<file path="config.mk">
export PLATFORM = sky130hd
export DESIGN_NAME = load_store_unit
export DESIGN_NICKNAME = d
export VERILOG_FILES = /design/src/rtl/load_store_unit.sv
export SDC_FILE = /design/constraint.sdc
export NUM_CORES = 1
export LEC_CHECK = 0
export BUFFER_PORTS_ARGS = -buffer_cell sky130_fd_sc_hd__clkbuf_2
export CAP_MARGIN = 10
export CORE_MARGIN = 2
export CORE_UTILIZATION = 45
export CTS_CLUSTER_DIAMETER = 120
export DETAILED_ROUTE_END_ITERATION = 10
export PLACE_DENSITY_LB_ADDON = 0.2
export SLEW_MARGIN = 0
export SYNTH_ARGS = -nofsm -noshare
export SYNTH_HDL_FRONTEND = slang
export SYNTH_SLANG_ARGS = --single-unit
</file>
<file path="constraint.sdc">
create_clock -name clk -period 1.6 [get_ports clk]
set_clock_uncertainty 0.2 [all_clocks]
set_input_delay 0.08 -clock clk [delete_from_list [all_inputs] [get_ports clk]]
set_output_delay 0.08 -clock clk [all_outputs]
set_load 0.005 [all_outputs]
</file>
<file path="src/rtl/load_store_unit.sv">
// Per-thread load/store unit: runs one valid/ready data-memory
// transaction per LDR/STR and returns loaded data as lsu_out.
module load_store_unit #(
   parameter int data_bits = 8,
   parameter int addr_bits = 8
) (
   input  logic                 clk,
   input  logic                 reset,
   input  logic                 enable,
   input  logic [2:0]           core_state,
   input  logic                 decoded_mem_read_enable,
   input  logic                 decoded_mem_write_enable,
   input  logic [7:0]           rs,
   input  logic [7:0]           rt,
   output logic                 mem_read_valid,
   output logic [addr_bits-1:0] mem_read_address,
   input  logic                 mem_read_ready,
   input  logic [data_bits-1:0] mem_read_data,
   output logic                 mem_write_valid,
   output logic [addr_bits-1:0] mem_write_address,
   output logic [data_bits-1:0] mem_write_data,
   input  logic                 mem_write_ready,
   output logic [1:0]           lsu_state,
   output logic [data_bits-1:0] lsu_out
);

   typedef enum logic [1:0] {
      IDLE       = 2'b00,
      REQUESTING = 2'b01,
      WAITING    = 2'b10,
      DONE       = 2'b11
   } state_t;

   localparam logic [2:0] CORE_REQUEST = 3'b011;
   localparam logic [2:0] CORE_UPDATE  = 3'b110;

   state_t state;
   logic   op_load;

   assign lsu_state = state;

   always_ff @(posedge clk) begin
      if (reset) begin
         state             <= IDLE;
         op_load           <= 1'b0;
         mem_read_valid    <= 1'b0;
         mem_read_address  <= '0;
         mem_write_valid   <= 1'b0;
         mem_write_address <= '0;
         mem_write_data    <= '0;
         lsu_out           <= '0;
      end else if (enable) begin
         unique case (state)
            IDLE: begin
               if (core_state == CORE_REQUEST &&
                   (decoded_mem_read_enable || decoded_mem_write_enable)) begin
                  op_load <= decoded_mem_read_enable;
                  state   <= REQUESTING;
               end
            end
            // rs/rt are only valid one cycle after REQUEST
            REQUESTING: begin
               if (op_load) begin
                  mem_read_valid   <= 1'b1;
                  mem_read_address <= addr_bits'(rs);
               end else begin
                  mem_write_valid   <= 1'b1;
                  mem_write_address <= addr_bits'(rs);
                  mem_write_data    <= data_bits'(rt);
               end
               state <= WAITING;
            end
            WAITING: begin
               if (op_load && mem_read_ready) begin
                  lsu_out        <= mem_read_data;
                  mem_read_valid <= 1'b0;
                  state          <= DONE;
               end else if (!op_load && mem_write_ready) begin
                  mem_write_valid <= 1'b0;
                  state           <= DONE;
               end
            end
            DONE: begin
               if (core_state == CORE_UPDATE) state <= IDLE;
            end
            default: state <= IDLE;
         endcase
      end
   end

endmodule

</file>
======== Word level (Yosys, flattened, before mapping) ========
Index checks and enable logic that the tools add are counted.
Widths: inputs -> output; s select.
cells by class
  equality and inequality tests ........... 13
  bitwise operators ....................... 1
  muxes and demuxes ....................... 12
  reduce and logical (&&, ||, !) cells .... 14
operators by type and width
  operator            count
  $ne 2x2->1 const B  7
  $reduce_and 3->1    4
  $mux 2              4
  $pmux 2 s4          1
  $reduce_and 4->1    2
  $mux 1              5
  $reduce_and 5->1    1
  $eq 2x2->1 const B  2
  $pmux 1 s2          2
  $eq 3x2->1 const B  1
  $eq 3x3->1 const B  1
  $logic_and 1x1->1   3
  $ne 3x3->1 const B  1
  $eq 2x1->1 const B  1
  $logic_not 2->1     1
  $reduce_bool 2->1   1
  $logic_not 1->1     1
  $logic_or 1x1->1    1
  $not 1->1           1
word-level totals
  register bits after elaboration ......... 37
  word-level logic and storage cells ...... 48

======== Logic depth before layout (Yosys ltp) ========
  depth in word-level cells ............... 5
  mapped depth ............................ 7
  mapped depth without buffers ............ 6

======== Worst setup path after synthesis ========
Ideal clock, no wire load.
  path type ............................... reg2reg
  start ................................... register state[0] (netlist: lsu_state[0])
  end ..................................... register lsu_out[7]
  path buffers ............................ 1
  setup slack ............................. 0.116 ns
  required time ........................... 1.268 ns
  library setup time ...................... 0.132 ns
  arrival time ............................ 1.152 ns
  cell stages (with the launch flop) ...... 7
  path through ............................ dfxtp_1 inv_1 ha_1 and4_1 clkbuf_1 nand2_1 a21oi_1
on the way
  longest elaborated chain between the ends .. 2
RTL lines
  element                            line  text
  start, declared                    37    state_t state;
  start signal, assigned             44    state <= IDLE;
  start signal, assigned             58    state <= REQUESTING;
  start signal, assigned             71    state <= WAITING;
  $eq 2x2->1                         53    unique case (state)
  $reduce_and 3->1 (no source line)  --
  end signal, assigned               75    lsu_out <= mem_read_data;
  end, declared                      24    output logic [data_bits-1:0] lsu_out
Every way passes these cells.
A chain may end at the register's enable or synchronous reset.

======== Worst setup path in the final report ========
  start ................................... register state[0] (netlist: lsu_state[0])
  end ..................................... register mem_read_valid
on the way
  longest elaborated chain between the ends .. 3
  elaborated cells between the ends (all ways) .. 7
  those cells by class .................... eq/ne: 4; mux: 1; reduce/logical: 2
RTL lines
  element                                                           line  text
  $eq 2x2->1 or $eq 2x1->1 (tied branches)                          53
  $ne 2x2->1 (no source line) or $reduce_bool 2->1 (tied branches)  --
  $reduce_and 4->1 (no source line)                                 --
  end signal, assigned                                              46    mem_read_valid <= 1'b0;
  end signal, assigned                                              64    mem_read_valid <= 1'b1;
  end signal, assigned                                              76    mem_read_valid <= 1'b0;
  end, declared                                                     15    output logic mem_read_valid,
Parallel ways exist; a longest one is shown, timed or not.

==> results.py <==
metrics = {
    "routing": {
        "via_per_inst": 4.75,
        "drc": 0,
        "wl_per_cell_um": 11.7,
        "dr.pass1.iters": 4,
        "postRouteAntennaNets": 0,
        "via_count": 1557,
        "first_iter_violations": 62,
        "routed_wl_um": 3830,
    },
    "finish": {
        "final_cell_area_mm2": 0.00222,
        "diodes": 0,
        "area_growth_pct": 54.7,
        "final_nets": 322,
        "final_cells": 328,
        "n_fill_cell": 255,
        "drive_gt1_share_pct": 31.3,
    },
    "timing": {
        "post-route-period-util_pct": 93.4,
        "period_needed_ns": 1.49,
        "rsz0062_at_grt": "no",
        "finalSetupViolCount": 0,
        "slew_headroom_pct": 72.4,
        "finalHoldViolCount": 0,
        "fmax_mhz": 669,
        "tightest_slew_ns": 0.411,
        "timing.setup.tns_ns": 0,
        "slew_viol_final": 0,
    },
    "clock_network": {
        "clockBufferDepth": 2,
        "clk_latency_ns": 0.32,
        "root_buffer": "clkbuf_4",
        "numCtsBuffers": 5,
        "cts_tree": "done",
        "cts_sinks": 37,
        "htree_levels": 2,
        "cts.clk_slew.worst_paths_ns": 0.10,
        "post-cts-setup-buffers": 0,
    },
    "grt": {
        "grt_pass1_wl_um": 5910,
        "antenna_found_initial": 0,
        "grt_max_degree": 26,
        "grt_pass1_vias": 1411,
        "grt_use_met3_pct": 6.82,
        "grt.overflow.total": 0,
        "met2_usage_pct": 38.7,
        "busiest_layer": "met2",
        "grtUsageTotal_pct": 21.8,
        "grt_use_met1_pct": 25.0,
    },
    "synthesis": {
        "async_reset_ff_share_pct": 0,
        "ys_seq_elements": 37,
        "yosysWarnings": 0,
        "yosysSeqAreaShare_pct": 51.5,
        "synth_area_mm2": 0.00144,
        "yosysUniqueCellTypes": 25,
        "yosys-top-cells-count": "69 x nand2_1, 37 x dfxtp_1, 36 x a21oi_1, 5 x clkbuf_1, 5 x nor2_1",
        "syn_inst": 181,
        "syn-num-nets": 219,
        "synth_top_area_share_pct": 51.5,
        "synthMostInstantiatedCell": "nand2_1",
        "synth_area_leaders": "dfxtp_1 52%, nand2_1 18%, a21oi_1 13%",
        "synth_edf_count": 0,
        "syn_avg_cell_area_um2": 7.94,
        "netlist.top_cell.by_area": "dfxtp_1",
        "synthFlopType": "dfxtp_1",
    },
    "setup_path": {
        "crit_chain": "inv_1 > ha_1 > nand4_1 > buf_4 > a21oi_1 > nor2_1",
        "crit_buf_inv": 2,
        "worstPathRequired_ns": 1.62,
        "crit_fanout": 9,
        "cp_slowest_cell": "dfxtp_2",
        "cpPeakStageDelay_ns": 0.36,
        "cpLargestDelayFamily": "flip-flops",
        "cp-end-kind": "register",
        "arrival_ns": 1.51,
        "cp-start-kind": "register",
        "crit_type": "reg2reg",
    },
    "status": {
        "status": "complete, no violations",
    },
    "die": {
        "design.portCount": 70,
        "core-area_mm2": 0.00305,
        "die_h_um": 60.5,
        "dieWidth_um": 60.5,
        "row_count": 20,
        "initial_core_util_pct": 47.1,
        "dieArea_mm2": 0.00366,
    },
    "power": {
        "powerDensity_mw_per_mm2": 738,
        "p_leak_uw": 0.000962,
        "ir_drop_mv": 0.524,
    },
    "placement": {
        "placed_cell_area_mm2": 0.00185,
        "io_buffers": 69,
        "dp_hpwl_um": 2440,
        "place_inst": 291,
        "routabilityCongestion": 0.760,
    },
    "run": {
        "drv_cap": 0,
    },
    "worst_hold_path": {
        "min_path_type": "in2reg",
    },
}
stage by stage:
step | util [%] | total power (uW) | hold slack (ns) | setup WS, ns
CTS | 72.3 | 1650 | 0.00763 | 0.0320
global route | 72.8 | 1730 | 0.0702 | 0.00359
global placement | 60.7 | 1110 | 0.105 | 0.101
finish | 72.8 | 1640 | 0.0304 | 0.105
detailed placement | 60.7 | 1110 | 0.109 | 0.0419
floorplan | - | 1030 | 0.0160 | 0.116
final cells by class:
| cell class | instances | area, um2 | area share [%] |
|---|---|---|---|
| flip-flops and latches | 37 | 742 | 33.4 |
| repair buffers | 106 | 714 | 32.1 |
| multi-input cells | 132 | 649 | 29.2 |
| clock buffers | 7 | 55.1 | 2.48 |
| well taps | 44 | 55.1 | 2.48 |
| inverters | 2 | 7.51 | 0.338 |
registers in the layout, indices dropped and copies added (netlist names):
register / flops
mem_write_address: 8
lsu_state: 2
lsu_out: 8
mem_write_data: 8
mem_write_valid: 1
mem_read_valid: 1
mem_read_address: 8
op_load: 1
worst reg2reg max path, stage by stage, from the launching register on:
cell and delay (ns):
dfxtp_2 0.36, inv_1 0.08, ha_1 0.24, nand4_1 0.11, buf_4 0.19, a21oi_1 0.16
nor2_1 0.05
power breakdown:
part           switching (uW)  leakage (uW)  internal [uW]
clock network             276     0.0000314            208
registers                10.9      0.000299            937
logic                    88.5      0.000632            121
total                     375      0.000962           1270
cells in the final DEF (no fill, tap or decap), drive strengths merged, types with 4 or more instances in the layout:
| cell type | instances |
|---|---|
| clkbuf | 76 |
| nand2 | 69 |
| dfxtp | 37 |
| a21oi | 36 |
| dlygate4sd3 | 30 |
| buf | 7 |
| nor2 | 5 |
| ha | 4 |
worst paths after layout:
| check | from | end | slack [ns] | depth (start not counted) |
|---|---|---|---|---|
| worst max-delay path | lsu_state[0]$_SDFFE_PP0P_ | mem_read_valid$_SDFFE_PP0P_ | 0.11 | 6 |
| worst min-delay path | core_state[2] | op_load$_SDFFE_PP0P_ | 0.03 | 5 |
| worst max register to register | lsu_state[0]$_SDFFE_PP0P_ | mem_read_valid$_SDFFE_PP0P_ | 0.11 | 6 |
| worst min register to register | mem_write_address[3]$_SDFFE_PP0P_ | mem_write_address[3]$_SDFFE_PP0P_ | 0.26 | 2 |
logic make-up after synthesis:
family          Yosys count  share of synthesized area [%]
compound gates           41                           15.1
fa+ha+maj                 4                           3.48
buf+inv                  12                           4.09
flops                    37                           51.5
mux                       2                           1.39
simple gates             85                           24.5
per-layer routing:
layer  wire [um]  part of all wire, %
met5           0                    0
met4          19                 0.50
met3         254                  6.6
met2        1920                   50
met1        1640                   43
what timing repair did:
item | in CTS | in global routing
resized for setup | 0 | 6
hold buffers | 30 | 0
endpoints found under the hold margin | 36 | 0
setup endpoints to repair | 0 | 14
(Power assumes the default switching activity.)
